===== config.mk =====
export PLATFORM = sky130hd
export DESIGN_NAME = axi4_lite_rr_mst_arbiter_flat
export DESIGN_NICKNAME = d
export VERILOG_FILES = /design/src/rtl/axi4_lite_if_pkg.sv /design/src/rtl/axi4_lite_if.sv /design/src/rtl/rr_arbiter.sv /design/src/rtl/axi4_lite_rr_mst_arbiter.sv /design/src/flat_wrapper.sv
export SDC_FILE = /design/constraint.sdc
export NUM_CORES = 1
export LEC_CHECK = 0
export CORE_UTILIZATION = 35
export CTS_CLUSTER_SIZE = 14
export DETAILED_ROUTE_END_ITERATION = 6
export GPL_TIMING_DRIVEN = 0
export PLACE_DENSITY = 0.75
export SKIP_LAST_GASP = 1
export SYNTH_ARGS = -nofsm -noshare
export SYNTH_HDL_FRONTEND = slang
export SYNTH_SLANG_ARGS = --single-unit
export TNS_END_PERCENT = 50

===== constraint.sdc =====
create_clock -name i_clk -period 1.5 [get_ports i_clk]
set_clock_uncertainty 0.05 [all_clocks]
set_input_delay 0.3 -clock i_clk [delete_from_list [all_inputs] [get_ports i_clk]]
set_output_delay 0.3 -clock i_clk [all_outputs]
set_load 0.02 [all_outputs]

===== src/rtl/axi4_lite_if_pkg.sv =====
// AXI4-Lite shared definitions.
// Response codes and arbiter FSM states.
package axi4_lite_if_pkg;

  localparam logic [1:0] AXI4_RESP_OKAY   = 2'b00;
  localparam logic [1:0] AXI4_RESP_EXOKAY = 2'b01;
  localparam logic [1:0] AXI4_RESP_SLVERR = 2'b10;
  localparam logic [1:0] AXI4_RESP_DECERR = 2'b11;

  typedef enum logic [2:0] {
    IDLE,
    WR_AW_W,
    WR_B,
    RD_AR,
    RD_R
  } arb_state_t;

endpackage


===== src/rtl/axi4_lite_if.sv =====
// AXI4-Lite bus bundle.
// Master and slave views of the five channels.
interface axi4_lite_if #(
  parameter int ADDR_W = 32,
  parameter int DATA_W = 32
);

  logic              awvalid;
  logic              awready;
  logic [ADDR_W-1:0] awaddr;
  logic [2:0]        awprot;

  logic              wvalid;
  logic              wready;
  logic [DATA_W-1:0] wdata;
  logic [DATA_W/8-1:0] wstrb;

  logic              bvalid;
  logic              bready;
  logic [1:0]        bresp;

  logic              arvalid;
  logic              arready;
  logic [ADDR_W-1:0] araddr;
  logic [2:0]        arprot;

  logic              rvalid;
  logic              rready;
  logic [DATA_W-1:0] rdata;
  logic [1:0]        rresp;

  modport mst_port (
    output awvalid, awaddr, awprot,
    input  awready,
    output wvalid, wdata, wstrb,
    input  wready,
    input  bvalid, bresp,
    output bready,
    output arvalid, araddr, arprot,
    input  arready,
    input  rvalid, rdata, rresp,
    output rready
  );

  modport slv_port (
    input  awvalid, awaddr, awprot,
    output awready,
    input  wvalid, wdata, wstrb,
    output wready,
    output bvalid, bresp,
    input  bready,
    input  arvalid, araddr, arprot,
    output arready,
    output rvalid, rdata, rresp,
    input  rready
  );

endinterface


===== src/rtl/rr_arbiter.sv =====
// Round-robin one-hot grant.
// Search starts at the pointer; pointer moves past the winner on accept.
module rr_arbiter #(
  parameter  int N_REQ = 2,
  localparam int PW    = (N_REQ > 1) ? $clog2(N_REQ) : 1
) (
  input  logic             clk,
  input  logic             rst,
  input  logic [N_REQ-1:0] req,
  input  logic             accept,
  output logic [N_REQ-1:0] gnt,
  output logic [PW-1:0]    gnt_idx,
  output logic             any,
  output logic [PW-1:0]    ptr
);

  int j;

  // first requester at or after ptr, wrapping
  always_comb begin
    gnt     = '0;
    gnt_idx = '0;
    any     = 1'b0;
    j       = 0;
    for (int i = 0; i < N_REQ; i++) begin
      j = int'(ptr) + i;
      if (j >= N_REQ) j = j - N_REQ;
      if (!any && req[j]) begin
        any     = 1'b1;
        gnt[j]  = 1'b1;
        gnt_idx = PW'(j);
      end
    end
  end

  // pointer advances to winner+1 mod N_REQ
  always_ff @(posedge clk) begin
    if (rst) begin
      ptr <= '0;
    end else if (accept) begin
      if (gnt_idx == PW'(N_REQ - 1)) ptr <= '0;
      else                           ptr <= gnt_idx + PW'(1);
    end
  end

endmodule


===== src/rtl/axi4_lite_rr_mst_arbiter.sv =====
// Round-robin sharing of one AXI4-Lite master port.
// One transaction in flight; all bus outputs registered.
module axi4_lite_rr_mst_arbiter
  import axi4_lite_if_pkg::*;
#(
  parameter  int N_REQ                    = 2,
  parameter  int AXI4_LITE_ADDR_BIT_WIDTH = 32,
  parameter  int AXI4_LITE_DATA_BIT_WIDTH = 32,
  localparam int AW = AXI4_LITE_ADDR_BIT_WIDTH,
  localparam int DW = AXI4_LITE_DATA_BIT_WIDTH,
  localparam int SW = DW / 8,
  localparam int PW = (N_REQ > 1) ? $clog2(N_REQ) : 1
) (
  input  logic                      i_clk,
  input  logic                      i_sync_rst,
  input  logic [N_REQ-1:0]          i_req_valid,
  output logic [N_REQ-1:0]          o_req_ready,
  input  logic [N_REQ-1:0]          i_req_is_wr,
  input  logic [N_REQ-1:0][AW-1:0]  i_req_addr,
  input  logic [N_REQ-1:0][DW-1:0]  i_req_wdata,
  input  logic [N_REQ-1:0][SW-1:0]  i_req_wstrb,
  output logic [N_REQ-1:0]          o_rsp_valid,
  output logic [DW-1:0]             o_rsp_rdata,
  output logic [1:0]                o_rsp_resp,
  axi4_lite_if.mst_port             if_m_axi4_lite
);

  arb_state_t state_q, state_n;

  logic awvalid_q, awvalid_n;
  logic wvalid_q, wvalid_n;
  logic arvalid_q, arvalid_n;
  logic bready_q, bready_n;
  logic rready_q, rready_n;
  logic aw_done_q, aw_done_n;
  logic w_done_q, w_done_n;

  logic [AW-1:0] awaddr_q, awaddr_n;
  logic [AW-1:0] araddr_q, araddr_n;
  logic [DW-1:0] wdata_q, wdata_n;
  logic [SW-1:0] wstrb_q, wstrb_n;
  logic [PW-1:0] owner_q, owner_n;

  logic [N_REQ-1:0] rsp_valid_q, rsp_valid_n;
  logic [DW-1:0]    rsp_rdata_q, rsp_rdata_n;
  logic [1:0]       rsp_resp_q, rsp_resp_n;

  logic [N_REQ-1:0] gnt;
  logic [PW-1:0]    gnt_idx;
  logic [PW-1:0]    rr_ptr;
  logic             any;
  logic             accept;

  assign accept = (state_q == IDLE) && any && !i_sync_rst;

  rr_arbiter #(.N_REQ(N_REQ)) u_rr (
    .clk     (i_clk),
    .rst     (i_sync_rst),
    .req     (i_req_valid),
    .accept  (accept),
    .gnt     (gnt),
    .gnt_idx (gnt_idx),
    .any     (any),
    .ptr     (rr_ptr)
  );

  assign o_req_ready = {N_REQ{accept}} & gnt;
  assign o_rsp_valid = rsp_valid_q;
  assign o_rsp_rdata = rsp_rdata_q;
  assign o_rsp_resp  = rsp_resp_q;

  assign if_m_axi4_lite.awvalid = awvalid_q;
  assign if_m_axi4_lite.awaddr  = awaddr_q;
  assign if_m_axi4_lite.awprot  = 3'b000;
  assign if_m_axi4_lite.wvalid  = wvalid_q;
  assign if_m_axi4_lite.wdata   = wdata_q;
  assign if_m_axi4_lite.wstrb   = wstrb_q;
  assign if_m_axi4_lite.bready  = bready_q;
  assign if_m_axi4_lite.arvalid = arvalid_q;
  assign if_m_axi4_lite.araddr  = araddr_q;
  assign if_m_axi4_lite.arprot  = 3'b000;
  assign if_m_axi4_lite.rready  = rready_q;

  // next-state and next-output decode
  always_comb begin
    state_n     = state_q;
    awvalid_n   = awvalid_q;
    wvalid_n    = wvalid_q;
    arvalid_n   = arvalid_q;
    bready_n    = bready_q;
    rready_n    = rready_q;
    aw_done_n   = aw_done_q;
    w_done_n    = w_done_q;
    awaddr_n    = awaddr_q;
    araddr_n    = araddr_q;
    wdata_n     = wdata_q;
    wstrb_n     = wstrb_q;
    owner_n     = owner_q;
    rsp_valid_n = '0;
    rsp_rdata_n = rsp_rdata_q;
    rsp_resp_n  = rsp_resp_q;
    case (state_q)
      IDLE: begin
        if (accept) begin
          owner_n = gnt_idx;
          if (i_req_is_wr[gnt_idx]) begin
            awaddr_n  = i_req_addr[gnt_idx];
            wdata_n   = i_req_wdata[gnt_idx];
            wstrb_n   = i_req_wstrb[gnt_idx];
            awvalid_n = 1'b1;
            wvalid_n  = 1'b1;
            aw_done_n = 1'b0;
            w_done_n  = 1'b0;
            state_n   = WR_AW_W;
          end else begin
            araddr_n  = i_req_addr[gnt_idx];
            arvalid_n = 1'b1;
            state_n   = RD_AR;
          end
        end
      end
      WR_AW_W: begin
        if (awvalid_q && if_m_axi4_lite.awready) begin
          awvalid_n = 1'b0;
          aw_done_n = 1'b1;
        end
        if (wvalid_q && if_m_axi4_lite.wready) begin
          wvalid_n = 1'b0;
          w_done_n = 1'b1;
        end
        if (aw_done_n && w_done_n) begin
          bready_n = 1'b1;
          state_n  = WR_B;
        end
      end
      WR_B: begin
        if (if_m_axi4_lite.bvalid && bready_q) begin
          rsp_resp_n           = if_m_axi4_lite.bresp;
          rsp_valid_n[owner_q] = 1'b1;
          bready_n             = 1'b0;
          state_n              = IDLE;
        end
      end
      RD_AR: begin
        if (arvalid_q && if_m_axi4_lite.arready) begin
          arvalid_n = 1'b0;
          rready_n  = 1'b1;
          state_n   = RD_R;
        end
      end
      RD_R: begin
        if (if_m_axi4_lite.rvalid && rready_q) begin
          rsp_rdata_n          = if_m_axi4_lite.rdata;
          rsp_resp_n           = if_m_axi4_lite.rresp;
          rsp_valid_n[owner_q] = 1'b1;
          rready_n             = 1'b0;
          state_n              = IDLE;
        end
      end
      default: state_n = IDLE;
    endcase
  end

  // state and registered outputs
  always_ff @(posedge i_clk) begin
    if (i_sync_rst) begin
      state_q     <= IDLE;
      awvalid_q   <= 1'b0;
      wvalid_q    <= 1'b0;
      arvalid_q   <= 1'b0;
      bready_q    <= 1'b0;
      rready_q    <= 1'b0;
      aw_done_q   <= 1'b0;
      w_done_q    <= 1'b0;
      awaddr_q    <= '0;
      araddr_q    <= '0;
      wdata_q     <= '0;
      wstrb_q     <= '0;
      owner_q     <= '0;
      rsp_valid_q <= '0;
      rsp_rdata_q <= '0;
      rsp_resp_q  <= AXI4_RESP_OKAY;
    end else begin
      state_q     <= state_n;
      awvalid_q   <= awvalid_n;
      wvalid_q    <= wvalid_n;
      arvalid_q   <= arvalid_n;
      bready_q    <= bready_n;
      rready_q    <= rready_n;
      aw_done_q   <= aw_done_n;
      w_done_q    <= w_done_n;
      awaddr_q    <= awaddr_n;
      araddr_q    <= araddr_n;
      wdata_q     <= wdata_n;
      wstrb_q     <= wstrb_n;
      owner_q     <= owner_n;
      rsp_valid_q <= rsp_valid_n;
      rsp_rdata_q <= rsp_rdata_n;
      rsp_resp_q  <= rsp_resp_n;
    end
  end

endmodule

===== src/flat_wrapper.sv =====
// flat-port wrapper written by rule: the top's interface ports become plain ports
module axi4_lite_rr_mst_arbiter_flat import axi4_lite_if_pkg::*;
#(
  parameter  int N_REQ                    = 2,
  parameter  int AXI4_LITE_ADDR_BIT_WIDTH = 32,
  parameter  int AXI4_LITE_DATA_BIT_WIDTH = 32,
  localparam int AW = AXI4_LITE_ADDR_BIT_WIDTH,
  localparam int DW = AXI4_LITE_DATA_BIT_WIDTH,
  localparam int SW = DW / 8,
  localparam int PW = (N_REQ > 1) ? $clog2(N_REQ) : 1
)
  (i_clk, i_sync_rst, i_req_valid, o_req_ready, i_req_is_wr, i_req_addr, i_req_wdata, i_req_wstrb, o_rsp_valid, o_rsp_rdata, o_rsp_resp, if_m_axi4_lite_awvalid, if_m_axi4_lite_awaddr, if_m_axi4_lite_awprot, if_m_axi4_lite_awready, if_m_axi4_lite_wvalid, if_m_axi4_lite_wdata, if_m_axi4_lite_wstrb, if_m_axi4_lite_wready, if_m_axi4_lite_bvalid, if_m_axi4_lite_bresp, if_m_axi4_lite_bready, if_m_axi4_lite_arvalid, if_m_axi4_lite_araddr, if_m_axi4_lite_arprot, if_m_axi4_lite_arready, if_m_axi4_lite_rvalid, if_m_axi4_lite_rdata, if_m_axi4_lite_rresp, if_m_axi4_lite_rready);
  axi4_lite_if if_m_axi4_lite_i ();
  input  logic i_clk;
  input  logic i_sync_rst;
  input  logic [N_REQ-1:0] i_req_valid;
  output logic [N_REQ-1:0] o_req_ready;
  input  logic [N_REQ-1:0] i_req_is_wr;
  input  logic [N_REQ-1:0][AW-1:0] i_req_addr;
  input  logic [N_REQ-1:0][DW-1:0] i_req_wdata;
  input  logic [N_REQ-1:0][SW-1:0] i_req_wstrb;
  output logic [N_REQ-1:0] o_rsp_valid;
  output logic [DW-1:0] o_rsp_rdata;
  output logic [1:0] o_rsp_resp;
  output wire logic [$bits(if_m_axi4_lite_i.awvalid)-1:0] if_m_axi4_lite_awvalid;
  output wire logic [$bits(if_m_axi4_lite_i.awaddr)-1:0] if_m_axi4_lite_awaddr;
  output wire logic [$bits(if_m_axi4_lite_i.awprot)-1:0] if_m_axi4_lite_awprot;
  input wire logic [$bits(if_m_axi4_lite_i.awready)-1:0] if_m_axi4_lite_awready;
  output wire logic [$bits(if_m_axi4_lite_i.wvalid)-1:0] if_m_axi4_lite_wvalid;
  output wire logic [$bits(if_m_axi4_lite_i.wdata)-1:0] if_m_axi4_lite_wdata;
  output wire logic [$bits(if_m_axi4_lite_i.wstrb)-1:0] if_m_axi4_lite_wstrb;
  input wire logic [$bits(if_m_axi4_lite_i.wready)-1:0] if_m_axi4_lite_wready;
  input wire logic [$bits(if_m_axi4_lite_i.bvalid)-1:0] if_m_axi4_lite_bvalid;
  input wire logic [$bits(if_m_axi4_lite_i.bresp)-1:0] if_m_axi4_lite_bresp;
  output wire logic [$bits(if_m_axi4_lite_i.bready)-1:0] if_m_axi4_lite_bready;
  output wire logic [$bits(if_m_axi4_lite_i.arvalid)-1:0] if_m_axi4_lite_arvalid;
  output wire logic [$bits(if_m_axi4_lite_i.araddr)-1:0] if_m_axi4_lite_araddr;
  output wire logic [$bits(if_m_axi4_lite_i.arprot)-1:0] if_m_axi4_lite_arprot;
  input wire logic [$bits(if_m_axi4_lite_i.arready)-1:0] if_m_axi4_lite_arready;
  input wire logic [$bits(if_m_axi4_lite_i.rvalid)-1:0] if_m_axi4_lite_rvalid;
  input wire logic [$bits(if_m_axi4_lite_i.rdata)-1:0] if_m_axi4_lite_rdata;
  input wire logic [$bits(if_m_axi4_lite_i.rresp)-1:0] if_m_axi4_lite_rresp;
  output wire logic [$bits(if_m_axi4_lite_i.rready)-1:0] if_m_axi4_lite_rready;
  assign if_m_axi4_lite_awvalid = if_m_axi4_lite_i.awvalid;
  assign if_m_axi4_lite_awaddr = if_m_axi4_lite_i.awaddr;
  assign if_m_axi4_lite_awprot = if_m_axi4_lite_i.awprot;
  assign if_m_axi4_lite_i.awready = if_m_axi4_lite_awready;
  assign if_m_axi4_lite_wvalid = if_m_axi4_lite_i.wvalid;
  assign if_m_axi4_lite_wdata = if_m_axi4_lite_i.wdata;
  assign if_m_axi4_lite_wstrb = if_m_axi4_lite_i.wstrb;
  assign if_m_axi4_lite_i.wready = if_m_axi4_lite_wready;
  assign if_m_axi4_lite_i.bvalid = if_m_axi4_lite_bvalid;
  assign if_m_axi4_lite_i.bresp = if_m_axi4_lite_bresp;
  assign if_m_axi4_lite_bready = if_m_axi4_lite_i.bready;
  assign if_m_axi4_lite_arvalid = if_m_axi4_lite_i.arvalid;
  assign if_m_axi4_lite_araddr = if_m_axi4_lite_i.araddr;
  assign if_m_axi4_lite_arprot = if_m_axi4_lite_i.arprot;
  assign if_m_axi4_lite_i.arready = if_m_axi4_lite_arready;
  assign if_m_axi4_lite_i.rvalid = if_m_axi4_lite_rvalid;
  assign if_m_axi4_lite_i.rdata = if_m_axi4_lite_rdata;
  assign if_m_axi4_lite_i.rresp = if_m_axi4_lite_rresp;
  assign if_m_axi4_lite_rready = if_m_axi4_lite_i.rready;
  axi4_lite_rr_mst_arbiter #(.N_REQ(N_REQ), .AXI4_LITE_ADDR_BIT_WIDTH(AXI4_LITE_ADDR_BIT_WIDTH), .AXI4_LITE_DATA_BIT_WIDTH(AXI4_LITE_DATA_BIT_WIDTH)) u_core (.i_clk(i_clk), .i_sync_rst(i_sync_rst), .i_req_valid(i_req_valid), .o_req_ready(o_req_ready), .i_req_is_wr(i_req_is_wr), .i_req_addr(i_req_addr), .i_req_wdata(i_req_wdata), .i_req_wstrb(i_req_wstrb), .o_rsp_valid(o_rsp_valid), .o_rsp_rdata(o_rsp_rdata), .o_rsp_resp(o_rsp_resp), .if_m_axi4_lite(if_m_axi4_lite_i));
endmodule

# --- Yosys cells after proc, flatten, opt, wreduce, memory -nomap -nowiden ---
# Cells that the tools add are included.
# W data, S select, Z words.
word_totals:
  inputBits: 183
  out_inout_bits: 149
  rom_bits: 0
  word_cells: 144
  mem_count: 0
  ff_bits: 148
  latch_bits: 0
  ram_bits: 0
op_classes:
  shifts: 0
  mux: 66
  div: 0
  n_mul: 0
  n_lt_le_gt_ge: 9
  n_eq_ne: 13
  reduce_logical: 32
  n_bitwise: 3
  n_addsub: 4
op_table:
  columns: ["op", "count"]
  rows:
  - ["$mux W32", 6]
  - ["$ge A32 B1 Y1 const B", 2]
  - ["$lt A32 B3 Y1 const B", 2]
  - ["$mux W1", 33]
  - ["$reduce_and A3 Y1", 6]
  - ["$mux W3", 5]
  - ["$pmux W3 S5", 1]
  - ["$mux W2", 7]
  - ["$ne A2 B1 Y1 const B", 7]
  - ["$pmux W1 S2", 7]
  - ["$logic_and A1 B1 Y1", 12]
  - ["$reduce_and A4 Y1", 3]
  - ["$reduce_bool A2 Y1", 5]
  - ["$mux W4", 2]
  - ["$pmux W2 S2", 2]
  - ["$eq A3 B2 Y1 const B", 2]
  - ["$reduce_and A5 Y1", 1]
  - ["$lt A1 B2 Y1 const B", 2]
  - ["$ne A2 B2 Y1 const B", 2]
  - ["$reduce_and A2 Y1", 2]
  - ["$demux W1 S1", 3]
  - ["$eq A3 B1 Y1 const B", 1]
  - ["$eq A3 B3 Y1 const B", 1]
  - ["$logic_not A3 Y1", 1]
  - ["11 further kinds", 12]

# --- Longest topological paths before layout ---
# Gate-level depths: netlist (run 1).
logic_depth:
  depth_word: 14
  ltp_mapped: 8
  mapped_depth_nobuf: 5

# --- By module ---
# From an unflattened synthesis (run 1), not the netlist that was laid out.
hier_totals:
  hier_cells: 724
  hier_area_um2: 6730.2
modules_own_cells:
  columns: ["mod", "area_per_inst_um2", "cells_each", "seq_area_each_um2", "instances"]
  rows:
  - ["axi4_lite_rr_mst_arbiter", 6648.9, 716, 2942.8, 1]
  - ["rr_arbiter", 81.3, 8, 20.0, 1]

# --- Least setup slack after synthesis (run 1) ---
# No wires, ideal clock.
synth_path:
  path_type: "register -> register"
  start: "register u_core.state_q[0]"
  end: "register u_core.awaddr_q[10], in the netlist u_core.if_m_axi4_lite.awaddr[10]"
  required_ps: 1369
  setup_ps: 81
  path_slack_ps: -91
  path_buffers: 3
  arrival_ps: 1460
  period_less_slack_ps: 1591
  stages_incl_launch_ff: 9
  cell_sequence: "dfxtp_1 > buf_2 > nor3_2 > o211ai_1 > a21oi_2 > buf_4 > buf_6 > nor2_1 > a211oi_2"
synth_between:
  elab_chain_len: 4
synth_lines:
  columns: ["element", "line", "text"]
  rows:
  - ["start, declared", "axi4_lite_rr_mst_arbiter.sv:28", "arb_state_t state_q, state_n;"]
  - ["start signal, assigned", "axi4_lite_rr_mst_arbiter.sv:184", "state_q <= state_n;"]
  - ["$logic_not A3 Y1 *", "axi4_lite_rr_mst_arbiter.sv:54, axi4_lite_rr_mst_arbiter.sv:102", null]
  - ["$logic_and A1 B1 Y1 (2 in a row)", "axi4_lite_rr_mst_arbiter.sv:54", "assign accept = (state_q == IDLE) && any && !i_sync_rst;"]
  - ["$reduce_and A3 Y1 (no source line) *", null, null]
  - ["end signal, assigned", "axi4_lite_rr_mst_arbiter.sv:192", "awaddr_q <= awaddr_n;"]
  - ["end, declared", "axi4_lite_rr_mst_arbiter.sv:38", "logic [AW-1:0] awaddr_q, awaddr_n;"]
# Mark *: on every way between the ends. The rest lies on a longest branch, timed or not.
# A chain may end at the register's enable or synchronous reset.

# --- Worst setup path in the final report (run 1) ---
layout_path:
  start: "register u_core.state_q[0]"
  end: "output o_req_ready[1]"
layout_between:
  elab_chain_len: 4
layout_lines:
  columns: ["element", "line", "text"]
  rows:
  - ["$logic_not A3 Y1", "axi4_lite_rr_mst_arbiter.sv:54", null]
  - ["$logic_and A1 B1 Y1 (2 in a row)", "axi4_lite_rr_mst_arbiter.sv:54", null]
  - ["$and A2 B2 Y2", "axi4_lite_rr_mst_arbiter.sv:67", "assign o_req_ready = {N_REQ{accept}} & gnt;"]
  - ["end, declared", "flat_wrapper.sv:17", "output logic [N_REQ-1:0] o_req_ready;"]
# No other way between the ends.

==> run summary, run 1 <==
The run finished, with violations left. The final reports fail on setup timing. For this design the ratio of total power to cell area is 1220 mW/mm².

The fraction of the mapped netlist area in compound gates works out to 18.3%. The logs give 17 for the pin count of the biggest net entering global routing and 0 for the final hold violation count. Across the run, the number of max-cap violations was 0.

The final setup violation count was 209; the total routed wirelength was 24400 µm. The starting DRC count in detailed routing was 277; the internal cell power was 10.6 mW. The CTS H-tree depth was 4; the share of layout cells above drive strength 1 was 29.9%.

The critical path is of the flop to output port type. Weighted congestion at the end of routability-driven global placement: 0.773. The run gives 148 as the number of sinks handled by clock tree synthesis.

The pre-CTS setup slack was -1.41 ns. Layout overhead on the synthesized area: 100%. The global-route total usage across every layer was 24.4%.

TritonCTS built the clock tree. The quantity of I/O buffers inserted on ports was 325; the required time reported for the critical path endpoint was 1.15 ns. The synthesized netlist devotes 0% of its cell area to XOR and XNOR gates.

STA classifies the critical path startpoint as a flop. After synthesis the netlist holds a flip-flop and latch count of 148. The fraction of power spent switching nets is 31.2%. The portion of total power attributed to sequential cells is 32.0%, and the post-placement cell count is 1199.

The run gives 16200 µm as the post-DP HPWL. Clock period minus worst slack: 1.92 ns. Registers take 0.00298 mm². After the last flow step, the layout net total stands at 1225.

Timing would allow up to 520 MHz. The count of final max-slew check failures came out at 0. In this run the tightest slew margin relative to its limit is 42.0%. The maximum single-stage delay on the critical path is 0.36 ns, and the total area of multi-input combinational cells is 0.00392 mm².

The synthesized netlist devotes 13.0% of its cell area to simple gates. Synthesis produced 644 cells. After clock tree synthesis, the clock-pin slew on the worst setup and hold paths is 0.06 ns.

The finished cells cover 0.0127 mm². The tools report the proportion of power drawn by the clock network as 29.9%. The via count normalized by instance count is 4.98, and the switching power total is 4.80 mW. The post-synthesis async set-or-reset flop share was 0%.

The dominant combinational cell family by area after synthesis is compound AO/OA/AOI/OAI gates. In this run, CTS created clock tree buffers numbering 17. Critical-path cell with the highest stage delay: sky130_fd_sc_hd__dfxtp_4.

In this run the biggest area consumer among cell types represents 46.9% of the synthesized area. Adding up every negative setup slack in the final design gives -43.29 ns. Walking the worst path, the cells encountered are nor3_4 -> o211ai_1 -> buf_4 -> nor2_4 -> buf_6. The number of iterations in the first detailed-routing pass was 4; the slew at the pin closest to its max-slew limit was 0.870 ns. The mapped netlist covers 0.00632 mm². For the peak ir drop on the vdd network, the log shows 0.827 mV. The number of enable-type register cells in the synthesized netlist works out to 0. The setup check on the worst reg-to-reg path leaves a slack of -0.34 ns. The die outline area came out at 0.0186 mm². The number of warnings reported in the yosys synthesis log is 0.

The mean instance size in the synthesized netlist works out to 9.81 µm². The final cell count without fillers is 1279. In this run the count of I/O pins placed on the die edge is 332. The longest clock path from root to sink contains 2 buffers.

Residual overflow from global routing: 0. Among all flip-flop cells after synthesis, the most frequent one is sky130_fd_sc_hd__dfxtp_1. Summing the sequential cell areas from Yosys gives 46.9% of the chip area. Number of global-route vias before repair: 6176. The run gives 6367 as the number of vias in the routed layout. The largest total area in the synthesized netlist belongs to sky130_fd_sc_hd__dfxtp_1. In this run the static leakage power is 5.94 nW. Setup repair after global routing could not meet its margin everywhere.

The post-synthesis mux area share is 16.3%. The logs give 0 for the final routed DRC violation total and 36 for the distinct cell type count of the synthesized netlist. The area share of fa/ha/maj cells after synthesis came out at 0%. STA classifies the critical path endpoint as an output port. Counting the fill cells in the layout gives 1225.

The worst path uses 128% of the clock period. The most common cell in the synthesized netlist is sky130_fd_sc_hd__dfxtp_1. The placed cell area came out at 0.00989 mm². The run gives 36.1% as the starting density of the core.

Ranked by total cell area, the synthesized netlist is headed by sky130_fd_sc_hd__dfxtp_1 (47%), sky130_fd_sc_hd__mux2i_1 (16%), sky130_fd_sc_hd__a211oi_2 (12%). In this run, the combinational gates consume 38.1% of the power. The clock root buffer master was sky130_fd_sc_hd__clkbuf_16.

The detail-routed net length per standard cell is 19.1 µm, and the standard cell core area is 0.0175 mm². Along the worst path, the maximum fanout reaches 3. STA puts the critical path data arrival time at 1.57 ns.

Width of the chip: 136 µm. Worst hold-check path type: input pin to flop. In this run the core area contains 48 standard-cell rows.

The post-route worst setup slack was -0.424 ns. Once detail routing completed, the nets flagged for antenna violations numbered 0. The logs give 0.41 ns for the insertion delay to the later sink of the worst-skew pair and 33900 µm for the global-route wire length before repair. The run gives 1 as the number of antenna violations at the first check in global routing. The die is 136 µm tall. By count the netlist is led by sky130_fd_sc_hd__dfxtp_1 (148), sky130_fd_sc_hd__nand2_1 (106), sky130_fd_sc_hd__mux2i_1 (103), sky130_fd_sc_hd__nor2_1 (77), sky130_fd_sc_hd__a211oi_2 (60).
path summary, 6_finish.rpt:
| check | start | endpoint | cells past startpoint |
|---|---|---|---|
| setup / recovery | u_core.state_q[0]$_SDFFE_PP0P_ | o_req_ready[1] | 5 |
| hold / removal | if_m_axi4_lite_rdata[20] | u_core.o_rsp_rdata[20]$_SDFFE_PP0P_ | 3 |
| setup reg to reg | u_core.state_q[0]$_SDFFE_PP0P_ | u_core.if_m_axi4_lite.awaddr[27]$_SDFFE_PP0P_ | 9 |
| hold reg to reg | u_core.owner_q$_SDFFE_PP0P_ | u_core.o_rsp_valid[0]$_SDFF_PP0_ | 1 |
layout make-up:
cell class | instances | area share (%)
repair buffers | 375 | 33.3
flip-flops and latches | 148 | 23.5
plain buffers | 56 | 4.83
multi-input cells | 440 | 31.0
clock inverters | 8 | 1.16
well taps | 225 | 2.23
inverters | 4 | 0.119
diodes | 1 | 0.0198
clock buffers | 22 | 3.91
timing repair:
action / CTS / global route
setup endpoints to repair: 289 / 282
pin swaps: 12 / 69
resized for setup: 190 / 216
gates cloned: 7 / 12
hold buffers: 0 / 0
setup buffers: 24 / 8
power by group through the flow:
stage,Combinational [mW],Sequential (mW),Clock [mW]
after floorplan,1.70,5.50,0
after global placement,4.32,4.85,0
after detailed placement,4.35,4.87,0
after CTS,5.19,4.79,4.67
after global routing,6.16,4.99,4.86
final,5.87,4.93,4.61
metrics by stage:
step	power, mW	hold slack [ns]	util, %
final	15.4	0.380	72.4
after global routing	16.0	0.368	72.4
after CTS	14.6	0.365	66.3
after detailed placement	9.22	0.376	56.6
after global placement	9.16	0.368	56.6
after floorplan	7.20	0.349	-
cells in the final DEF, fill, tap and decap left out, types with 3 or more instances in the layout:
master,n
sky130_fd_sc_hd__clkdlybuf4s15_2,4
sky130_fd_sc_hd__buf_6,13
sky130_fd_sc_hd__dfxtp_4,3
sky130_fd_sc_hd__nand2_1,106
sky130_fd_sc_hd__clkbuf_2,6
sky130_fd_sc_hd__nor2_1,12
sky130_fd_sc_hd__nand4_1,3
sky130_fd_sc_hd__buf_4,31
sky130_fd_sc_hd__o211ai_1,4
sky130_fd_sc_hd__dlygate4sd2_1,3
sky130_fd_sc_hd__a211oi_1,4
sky130_fd_sc_hd__a211oi_2,66
sky130_fd_sc_hd__bufinv_16,4
sky130_fd_sc_hd__clkdlybuf4s50_1,244
sky130_fd_sc_hd__nor2_4,42
sky130_fd_sc_hd__buf_12,23
sky130_fd_sc_hd__dfxtp_1,144
sky130_fd_sc_hd__a21oi_1,42
sky130_fd_sc_hd__clkbuf_8,5
sky130_fd_sc_hd__mux2i_1,68
sky130_fd_sc_hd__clkbuf_1,12
sky130_fd_sc_hd__conb_1,6
sky130_fd_sc_hd__buf_8,3
sky130_fd_sc_hd__inv_1,3
sky130_fd_sc_hd__o21ai_0,3
sky130_fd_sc_hd__mux2i_4,32
sky130_fd_sc_hd__nor2_2,23
sky130_fd_sc_hd__clkdlybuf4s15_1,4
sky130_fd_sc_hd__dlymetal6s2s_1,68
sky130_fd_sc_hd__mux2i_2,3
sky130_fd_sc_hd__clkbuf_16,29
sky130_fd_sc_hd__buf_16,5
cells by family after synthesis:
group	after synthesis
mux	103
simple gates	202
buf+inv	61
flops	148
other cells	1
compound gates	129
layer usage:
metal	GRT usage (%)	up-vias	share of wire, %
li1	-	3045	-
met1	28.1	3043	39
met2	44.0	247	53
met3	5.59	32	6.3
met4	8.40	0	1.9
met5	0	-	0
sequential cells by signal (all words and copies together) (netlist names):
register and cells:
u_core.if_m_axi4_lite.awaddr 32, u_core.o_rsp_rdata 32, u_core.w_done_q 1, u_core.o_rsp_resp 2, u_core.if_m_axi4_lite.bready 1, u_core.if_m_axi4_lite.awvalid 1, u_core.if_m_axi4_lite.wstrb 4, u_core.if_m_axi4_lite.wdata 32
u_core.if_m_axi4_lite.araddr 32, u_core.aw_done_q 1, u_core.o_rsp_valid 2, u_core.if_m_axi4_lite.arvalid 1, u_core.owner_q 1, u_core.u_rr.ptr 1, u_core.if_m_axi4_lite.rready 1, u_core.state_q 3
u_core.if_m_axi4_lite.wvalid 1
critical path, delay by kind of cell (launching register included):
family | cells | cell delay (ns)
buffers and inverters | 2 | 0.31
flip-flops | 1 | 0.36
AO/OA/AOI/OAI | 1 | 0.15
AND/OR/NAND/NOR | 2 | 0.34
(Power assumes the default switching activity.)
==> run 2, diff against run 1 <==
- SLEW_MARGIN: default -> 20
==> results of run 2 <==
Final layout, timing and power as in run 1 (identical DEF).
==> run 3, diff against run 2 <==
- CORE_MARGIN: default -> 8
==> run 3 against run 2 <==
The flow still finishes with violations (setup timing). Setup slack improved by 0.069 ns. Critical endpoint unchanged. Register-to-register slack about the same. Power down 3.3%. Combinational power decreased by 2%. Largest power group unchanged. Final cell count is 1.6% higher.
==> run summary, run 3 (synthesis results as in run 1) <==
Width of the chip: 150 µm (+10%). The layout overhead on the synthesized area came out at 104%. The weighted congestion at the end of routability-driven global placement is 0.809 (+4.7%), and the via count normalized by instance count is 5.01 (+0.73%).

The logs give 72.1% (-0.29 points) for the end-of-flow core utilization and 6.01 nW (+1.1%) for the static leakage. The y dimension of the die is 150 µm (+10%). The path class of the tightest hold or removal check is input pin to flop.

The run gives 23.2% (-1.2 points) as the global-route total usage across every layer. For the relative max-transition margin, the log shows 36.3% (-5.7 points). TritonCTS built the clock tree. The flow ran to the end, but the final reports show violations.

The maximum clock path buffer count is 2 (unchanged), and the quantity of I/O buffers inserted on ports is 325 (unchanged). The run gives -0.355 ns (+0.0693 ns) as the post-route worst setup slack. The peak ir drop on the vdd network is 0.797 mV (-3.7%), and the clock period minus worst slack is 1.85 ns (-0.0693 ns). The tools report the number of placed I/O pins as 332 (unchanged). The logs give 32.8% (+0.8 points) for the portion of total power attributed to sequential cells and 0 (unchanged) for the residual overflow from global routing. The CTS H-tree depth was 4 (unchanged); the post-route clock period utilization was 124% (-4.6 points). The share of layout cells above drive strength 1 is 35.5% (+5.6 points). The max-cap violation count is 0 (unchanged). The tools report the starting density of the core as 35.4% (-0.74 points). The total area of multi-input combinational cells was 0.00404 mm² (+3.1%). The commonest non-fill, non-tap cell in the layout is sky130_fd_sc_hd__clkdlybuf4s50_1. The pin count of the biggest net entering global routing was 17 (unchanged). The logs give 214 (+2.4%) for the final setup violation count and 0 (unchanged) for the remaining antenna violation count.

The switching power total is 4.93 mW (+2.6%), and the worst path arrival time is 1.50 ns (-0.07 ns). The power per standard cell area was 1160 mW/mm² (-4.9%); the maximum fanout along the worst path was 3 (unchanged). The final routed DRC violation total came out at 0 (unchanged). The category of the critical setup timing path was flop to output port.

In this run the clock root is driven by a sky130_fd_sc_hd__clkbuf_16. The number of iterations in the first detailed-routing pass came out at 5 (+1). Setup repair after global routing could not meet its margin everywhere. The tools report the filler cell count as 1204 (-1.7%). For the setup TNS after final layout, the log shows -41.43 ns (+1.85 ns). The tools report the proportion of power drawn by the clock network as 28.5% (-1.4 points). The standard cell core area was 0.0178 mm² (+2.1%).

The logs give 40200 µm (+18%) for the global-route wire length before repair and 49 (+2.1%) for the count of standard-cell rows. The post-CTS clock slew at the launch and capture registers of the worst setup and hold paths was 0.07 ns (about the same). The internal cell power is 9.96 mW (-6.1%), and the timing-limited maximum frequency is 539 MHz (+3.7%). The required time reported for the critical path endpoint was 1.15 ns (about the same); the count of final max-slew check failures was 0 (unchanged). The run gives 1 (unchanged) as the number of antenna violations at the first check in global routing. The detail-routed net length per standard cell came out at 21.1 µm (+11%). The capturing element type of the critical path is an output port.

The insertion delay to the later sink of the worst-skew pair came out at 0.41 ns (about the same). The count of nets after finishing was 1240 (+1.2%). The fraction of power spent switching nets is 33.1% (+1.9 points), and the die outline area is 0.0226 mm² (+22%).

The tools report the share of total power in combinational logic as 38.8% (+0.7 points). The cts-stage hold buffer count was 0 (unchanged); the total routed wirelength was 27400 µm (+12%). For the number of sinks handled by clock tree synthesis, the log shows 148 (unchanged). The tools report the final hold violation count as 0 (unchanged).

The checks that failed: setup timing. The logs give 297 (+7.2%) for the starting DRC count in detailed routing and 0.00298 mm² (+0.13%) for the area of all sequential standard cells. The total CTS buffers is 17 (unchanged), and the slew at the pin closest to its max-slew limit is 0.956 ns (+0.0856 ns). The number of global-route vias before repair came out at 6945 (+12%).

The tools report the post-DP HPWL as 18400 µm (+13%). STA classifies the critical path startpoint as a flop. In the layout the commonest cells are sky130_fd_sc_hd__clkdlybuf4s50_1 (247), sky130_fd_sc_hd__dfxtp_1 (143), sky130_fd_sc_hd__nand2_1 (71), sky130_fd_sc_hd__dlymetal6s2s_1 (68), sky130_fd_sc_hd__mux2i_1 (67).

The number of vias in the routed layout is 6514 (+2.3%).
[run 3: changes by cell type in the layout (fill, tap and decap cells not counted), sizes merged]
cell	before	now
clkdlybuf4s50	244	247
clkinvlp	1	5
clkbuf	53	36
inv	5	7
buf	77	103
clkdlybuf4s15	8	4
bufinv	4	2
nand3	1	2
bufbuf	0	1
clkinv	2	4
[run 3: metrics by stage]
stage,hold WS [ns],cells,setup WS [ns],power [mW],instance area [µm²]
floorplan,0.349,649,-0.00947,7.20,6360
global placement,0.370,1203,-1.40,9.21,9900
detailed placement,0.374,1203,-1.40,9.28,9900
CTS,0.361,1295,-0.343,14.8,12400
global route,0.371,1299,-0.419,15.5,12900
finish,0.378,1299,-0.355,14.9,12900
[run 3: timing repair]
| item | in CTS | in global routing |
|---|---|---|
| setup endpoints to repair | 289 | 280 |
| pin swaps | 74 | 53 |
| resized for setup | 314 | 167 |
| cloned | 22 | 0 |
| buffers inserted | 39 | 16 |
[run 3: worst paths after layout]
kind                                        from                                            to  slack, ns  depth (start not counted)
setup reg to reg  u_core.state_q[0]$_SDFFE_PP0P_  u_core.if_m_axi4_lite.wdata[17]$_SDFFE_PP0P_      -0.35                          9
setup / recovery  u_core.state_q[0]$_SDFFE_PP0P_                                o_req_ready[1]      -0.35                          4
hold / removal          if_m_axi4_lite_rdata[24]           u_core.o_rsp_rdata[24]$_SDFFE_PP0P_       0.38                          3
hold reg to reg      u_core.owner_q$_SDFFE_PP0P_              u_core.o_rsp_valid[0]$_SDFF_PP0_       0.41                          1
[run 3: final cells by class]
type | count | area share, %
antenna | 1 | 0.0195
buffer | 55 | 4.74
clock buffer | 17 | 3.31
clock inverter | 14 | 1.21
inverter | 4 | 0.117
multi-input combinational | 441 | 31.4
sequential | 148 | 23.2
tap | 229 | 2.23
timing repair buffer | 390 | 33.8
[run 3: power groups by stage]
stage	combinational [mW]	sequential [mW]	clock (mW)
floorplan	1.70	5.50	0
global placement	4.36	4.85	0
detailed placement	4.40	4.88	0
CTS	5.72	4.82	4.29
global route	6.07	4.94	4.47
finish	5.77	4.88	4.24
[run 3: routing by layer]
layer | part of all wire (%) | track usage [%] | up-vias
met2 | 51 | 40.2 | 263
met3 | 6.8 | 6.70 | 52
met4 | 3.4 | 8.70 | 0
met1 | 39 | 26.7 | 3118
met5 | 0 | 0 | -
li1 | - | - | 3081
[run 3: worst max-delay path: stages, from the launching register on]
cell and delay, ns:
sky130_fd_sc_hd__dfxtp_4 0.36, sky130_fd_sc_hd__nor3_4 0.19, sky130_fd_sc_hd__o211ai_1 0.20, sky130_fd_sc_hd__nor2_2 0.19
sky130_fd_sc_hd__buf_6 0.14
